File: src/rtl/ex_trap_pkg.sv
// ex_trap_pkg: shared state encoding and default parameters for the external trap responder
package ex_trap_pkg;
    typedef enum logic [1:0] {IDLE, REQ, ACK} state_e;
    localparam int          SYNC_STAGES_DEF = 2;
    localparam logic [15:0] TIMEOUT_DEF     = 16'd1000;
endpackage

File: src/rtl/sync_dff.sv
// sync_dff: DEPTH-flop synchronizer for one asynchronous bit
//   clk, rst_n : clock, async active-low reset (clears every stage)
//   d          : asynchronous input
//   q          : synchronized output, DEPTH edges behind d
module sync_dff #(
    parameter int DEPTH = 2
) (
    input  logic clk,
    input  logic rst_n,
    input  logic d,
    output logic q
);
    logic [DEPTH-1:0] ff;
    always_ff @(posedge clk or negedge rst_n)
        if (!rst_n) ff <= '0;
        else        ff <= {ff[DEPTH-2:0], d};
    assign q = ff[DEPTH-1];
endmodule

File: src/rtl/ex_trap_resp.sv
// ex_trap_resp: four-phase external trap handshake turned into a core interrupt request
//   clk, rst_n      : clock, async active-low reset
//   ex_trap_valid_i : asynchronous trap request pin (synchronized before use)
//   ex_trap_ready_o : acknowledge back to the initiator, high while the trap is taken
//   irq_en_i        : core external-interrupt enable; masks the request and freezes the wait timer
//   irq_ack_i       : core took the trap
//   irq_req_o       : interrupt request to the core
//   clr_i           : clears the sticky timeout flag
//   timeout_o       : request left unacknowledged for TIMEOUT enabled cycles
//   trap_cnt_o      : completed handshakes, wrapping
module ex_trap_resp
    import ex_trap_pkg::*;
#(
    parameter int          SYNC_STAGES = SYNC_STAGES_DEF,
    parameter logic [15:0] TIMEOUT     = TIMEOUT_DEF
) (
    input  logic        clk,
    input  logic        rst_n,
    input  logic        ex_trap_valid_i,
    output logic        ex_trap_ready_o,
    input  logic        irq_en_i,
    input  logic        irq_ack_i,
    output logic        irq_req_o,
    input  logic        clr_i,
    output logic        timeout_o,
    output logic [15:0] trap_cnt_o
);
    // With the timeout disabled the wait counter just parks at all-ones.
    localparam logic [15:0] WAIT_MAX = (TIMEOUT == 16'd0) ? 16'hFFFF : TIMEOUT;
    state_e      state;
    logic        vs;
    logic [15:0] wait_cnt;
    logic        to_set;
    sync_dff #(.DEPTH(SYNC_STAGES)) u_sync (
        .clk  (clk),
        .rst_n(rst_n),
        .d    (ex_trap_valid_i),
        .q    (vs)
    );
    assign irq_req_o       = (state == REQ) & irq_en_i;
    assign ex_trap_ready_o = state == ACK;
    // Fires only on the edge the counter reaches TIMEOUT, so a cleared flag stays clear afterwards.
    assign to_set = irq_req_o && (TIMEOUT != 16'd0) && (wait_cnt == TIMEOUT - 16'd1);
    always_ff @(posedge clk or negedge rst_n)
        if (!rst_n) begin
            state      <= IDLE;
            wait_cnt   <= '0;
            trap_cnt_o <= '0;
            timeout_o  <= 1'b0;
        end else begin
            timeout_o <= to_set ? 1'b1 : (clr_i ? 1'b0 : timeout_o);
            if (irq_req_o && wait_cnt != WAIT_MAX) wait_cnt <= wait_cnt + 16'd1;
            case (state)
                IDLE: if (vs) begin
                    state    <= REQ;
                    wait_cnt <= '0;
                end
                // An ack wins over a withdrawal seen on the same edge.
                REQ: if (irq_ack_i) begin
                    state      <= ACK;
                    trap_cnt_o <= trap_cnt_o + 16'd1;
                end else if (!vs) state <= IDLE;
                ACK: if (!vs) state <= IDLE;
                default: state <= IDLE;
            endcase
        end
endmodule

File: config.mk
export PLATFORM = sky130hd
export DESIGN_NAME = ex_trap_resp
export DESIGN_NICKNAME = d
export VERILOG_FILES = /design/src/rtl/ex_trap_pkg.sv /design/src/rtl/sync_dff.sv /design/src/rtl/ex_trap_resp.sv
export SDC_FILE = /design/constraint.sdc
export NUM_CORES = 1
export LEC_CHECK = 0
export CORE_UTILIZATION = 58
export DETAILED_ROUTE_END_ITERATION = 10
export GPL_TIMING_DRIVEN = 0
export PLACE_DENSITY = 0.83
export SLEW_MARGIN = 20
export SYNTH_ARGS = -nofsm -noshare
export SYNTH_HDL_FRONTEND = slang
export SYNTH_HIERARCHICAL = 1
export SYNTH_SLANG_ARGS = --single-unit
File: constraint.sdc
create_clock -name clk -period 3.7 [get_ports clk]
set_clock_uncertainty 0.2 [all_clocks]
set_input_delay 0.925 -clock clk [delete_from_list [all_inputs] [get_ports clk]]
set_output_delay 0.925 -clock clk [all_outputs]
set_load 0.05 [all_outputs]
==> metrics.md <==
| Metric | Value |
|---|---|
| Portion of synthesized cell area occupied by the leading cell type | `50.75%` |
| Highest net fanout along the worst path | `4` |
| Library cell with the largest summed area after synthesis | `dfrtp_1` |
| Num CTS Buffers | `5` |
| Primary flip-flop cell chosen by synthesis mapping | `dfrtp_1` |
| Initial drt markers | `77` |
| Routability-driven placement congestion ratio | `0.8143` |
| Diodes inserted | `0` |
| Number of warning messages in the yosys log | `6` |
| Clock latency at the later pin of the worst-skew pair | `360 ps` |
| Worst Path Arrival | `2500 ps` |
| Number of hold buffers added after cts | `0` |
| Max Cap Viol | `0` |
| Max_slew headroom | `65.30%` |
| Core Area | `2877 sq um` |
| Most common library cell in the layout ignoring fill and taps | `dfrtp_1` |
| Worst hold path startpoint | `u_sync/ff[0]$_DFF_PN0_` |
| Placed cell count | `243` |
| Pin count of the biggest net entering global routing | `26` |
| Effective utilization at floorplan | `63.42%` |
| Length in cells of the worst reg-to-reg path | `4` |
| Number of instances on the worst hold path | `0` |
| Setup-violating endpoint count in the final report | `0` |
| Syn avg cell area | `10.37 sq um` |
| Post-route worst setup slack | `76.69 ps` |
| Via-to-Cell Ratio | `5.637` |
| Most frequent cells in the layout | `37 x dfrtp_1, 27 x nand2_1, 23 x clkdlybuf4s50_1, 15 x nor2_1, 14 x xnor2_1` |
| Clock tree from TritonCTS | `built` |
| Crit end category | `output pin` |
| Number of hold-slack violations in the final timing report | `0` |
| Type of the setup path with the least slack | `in2out` |
| Number of buffers between clock root and the deepest sink | `2` |
| Sink count of the clock tree | `37` |
| End point of the most critical hold path | `u_sync/ff[1]$_DFF_PN0_` |
| Post-placement setup slack | `73.98 ps` |
| Growth of design area from synthesis to finish | `20.30%` |
| Met1 WL | `1.692 mm` |
| Cell chosen for the clock root | `clkbuf_4` |
| Slew Limit Fails | `0` |
| FP Rows | `19` |
| Setup TNS | `0 ps` |
| Highest Signal Layer | `met4` |
| Reg-to-reg critical path startpoint | `wait_cnt[4]$_DFF_PN0_` |
| First-pass DRT Iterations | `4` |
| Filler-free cell count of the finished design | `251` |
| Leading cell types by total area after synthesis | `dfrtp_1 51%, xnor2_1 6.7%, nand2_1 5.6%` |
| End of the worst register-to-register path | `wait_cnt[1]$_DFF_PN0_` |
| Layout cells sized above 1 | `11.00%` |
| Flip-flop and latch count after synthesis | `37` |
| Grt ovf | `0` |
| Leakage power total | `1.005 nW` |
| Maximum achievable frequency | `276.0 MHz` |
| Count of flip-flops with a built-in enable after synthesis | `0` |
| Shortest period the worst path allows | `3623 ps` |
| Unrepaired setup endpoints after global routing | `no` |
| Detail Route Antenna Nets | `0` |
| Total power after layout | `947.4 uW` |
| Detailed-placement wirelength estimate | `2.729 mm` |
| Area of the die | `3373 sq um` |
| Number of setup buffers added after CTS | `0` |
| Resize count post-CTS | `0` |
| CTS H-tree lvls | `2` |
| Crit path launch type | `input port` |
| Number of unique standard cell types used by synthesis | `41` |
| First-pass GRT wire length | `6.175 mm` |
| Net Count, Synth | `185` |
| Worst-margin pin slew | `516.2 ps` |
| Maximum VDD drop | `0.5360 mV` |
| Vias in the first global route | `1369` |
| Status | `completed` |
| Register area share after synthesis | `50.75%` |
| Cell Area, Synth | `1824 sq um` |
| Post-route DRC | `0` |
| Via count of the routed design | `1415` |
| Routed met2 length | `1.774 mm` |
| Detail-routed net length per standard cell | `14.67 microns` |
| Die height | `58.08 microns` |
| Type of the tightest min-delay check | `reg2reg` |
| Final nets | `217` |
| Die Span X | `58.08 microns` |
| Synth Instances | `176` |
| Post-Route WL | `3.683 mm` |
| Initial antenna violation count | `0` |
| Combined global-route utilization of all metal layers | `24.83%` |
| Total of buffers placed on input and output ports | `24` |
| Final clock period utilization by the worst path | `97.93%` |
| Fraction of the core area covered by cells at the end of the flow | `76.29%` |
| # IOs | `25` |
| Worst EP required | `2570 ps` |
| Async set-or-reset flop fraction in the synthesized netlist | `100.0%` |
| Worst setup slack for register-to-register paths | `1580 ps` |
| Amount of wire on met3 after detailed routing | `139 microns` |
| PD cells | `431.7 nW/um^2` |
| Clock-pin transition on the worst setup and hold timing paths | `100 ps` |
==> cells by family after synthesis <==
group / share of synthesized area (%)
buffers and inverters: 2.058
DFF: 50.75
and+or+nand+nor: 27.92
adders and majority gates: 2.058
xor gates and xnor gates: 8.642
AOI/OAI and AO/OA: 5.213
muxes: 3.361
==> final cells by class <==
class | instances | area, sq um
inverters | 5 | 18.77
plain buffers | 3 | 18.77
fillers | 205 | 681.9
repair buffers | 25 | 262.8
flip-flops and latches | 37 | 925.9
clock inverters | 3 | 17.52
clock buffers | 5 | 37.54
multi-input cells | 131 | 860.8
well taps | 42 | 52.55
==> registers in the layout (all words and copies together), names as in the netlist <==
register,cells
timeout_o,1
trap_cnt_o,16
state,2
u_sync/ff,2
wait_cnt,16
==> cells in the mapped netlist, types with 2 or more instances <==
master    instances
dfrtp_1          37
nand2_1          27
nor2_1           15
xnor2_1          14
nand3_1          11
a21oi_1           7
nand4_1           6
inv_1             5
mux2i_1           5
and3_1            4
xor2_1            4
ha_1              3
nor3_1            3
nor4_1            3
a31o_2            2
clkbuf_1          2
nand2b_1          2
nor4_2            2
o21ai_0           2
==> power by group <==
part           internal [mW]  switching, mW  leakage (nW)  total, mW
clock                 0.0715          0.140        0.0310      0.212
sequential             0.439         0.0464         0.497      0.485
combinational         0.0913          0.159         0.478      0.250
==> critical path: stages <==
cell and delay [ps]:
clkdlybuf4s50_1 480, nand3b_2 130, inv_1 150, clkdlybuf4s50_1 820
==> per-stage QoR <==
step | instance area (sq um) | hold slack, ps
floorplan | 1824 | 131.2
global placement | 2117 | 142.5
detailed placement | 2140 | 141.7
CTS | 2195 | 180.0
global route | 2195 | 188.6
finish | 2195 | 176.4
==> worst max path at each step <==
stage               startpoint   endpoint
finish                irq_en_i  irq_req_o
global route          irq_en_i  irq_req_o
CTS                   irq_en_i  irq_req_o
detailed placement    irq_en_i  irq_req_o
global placement      irq_en_i  irq_req_o
floorplan             irq_en_i  irq_req_o
==> metal layers <==
layer / vias to the layer above / global-route usage (%)
li1: 683 / -
met1: 695 / 33.18
met2: 30 / 38.59
met3: 7 / 4.911
met4: 0 / 12.93
met5: - / 0
Note: power is estimated with default switching activity, not from simulation.
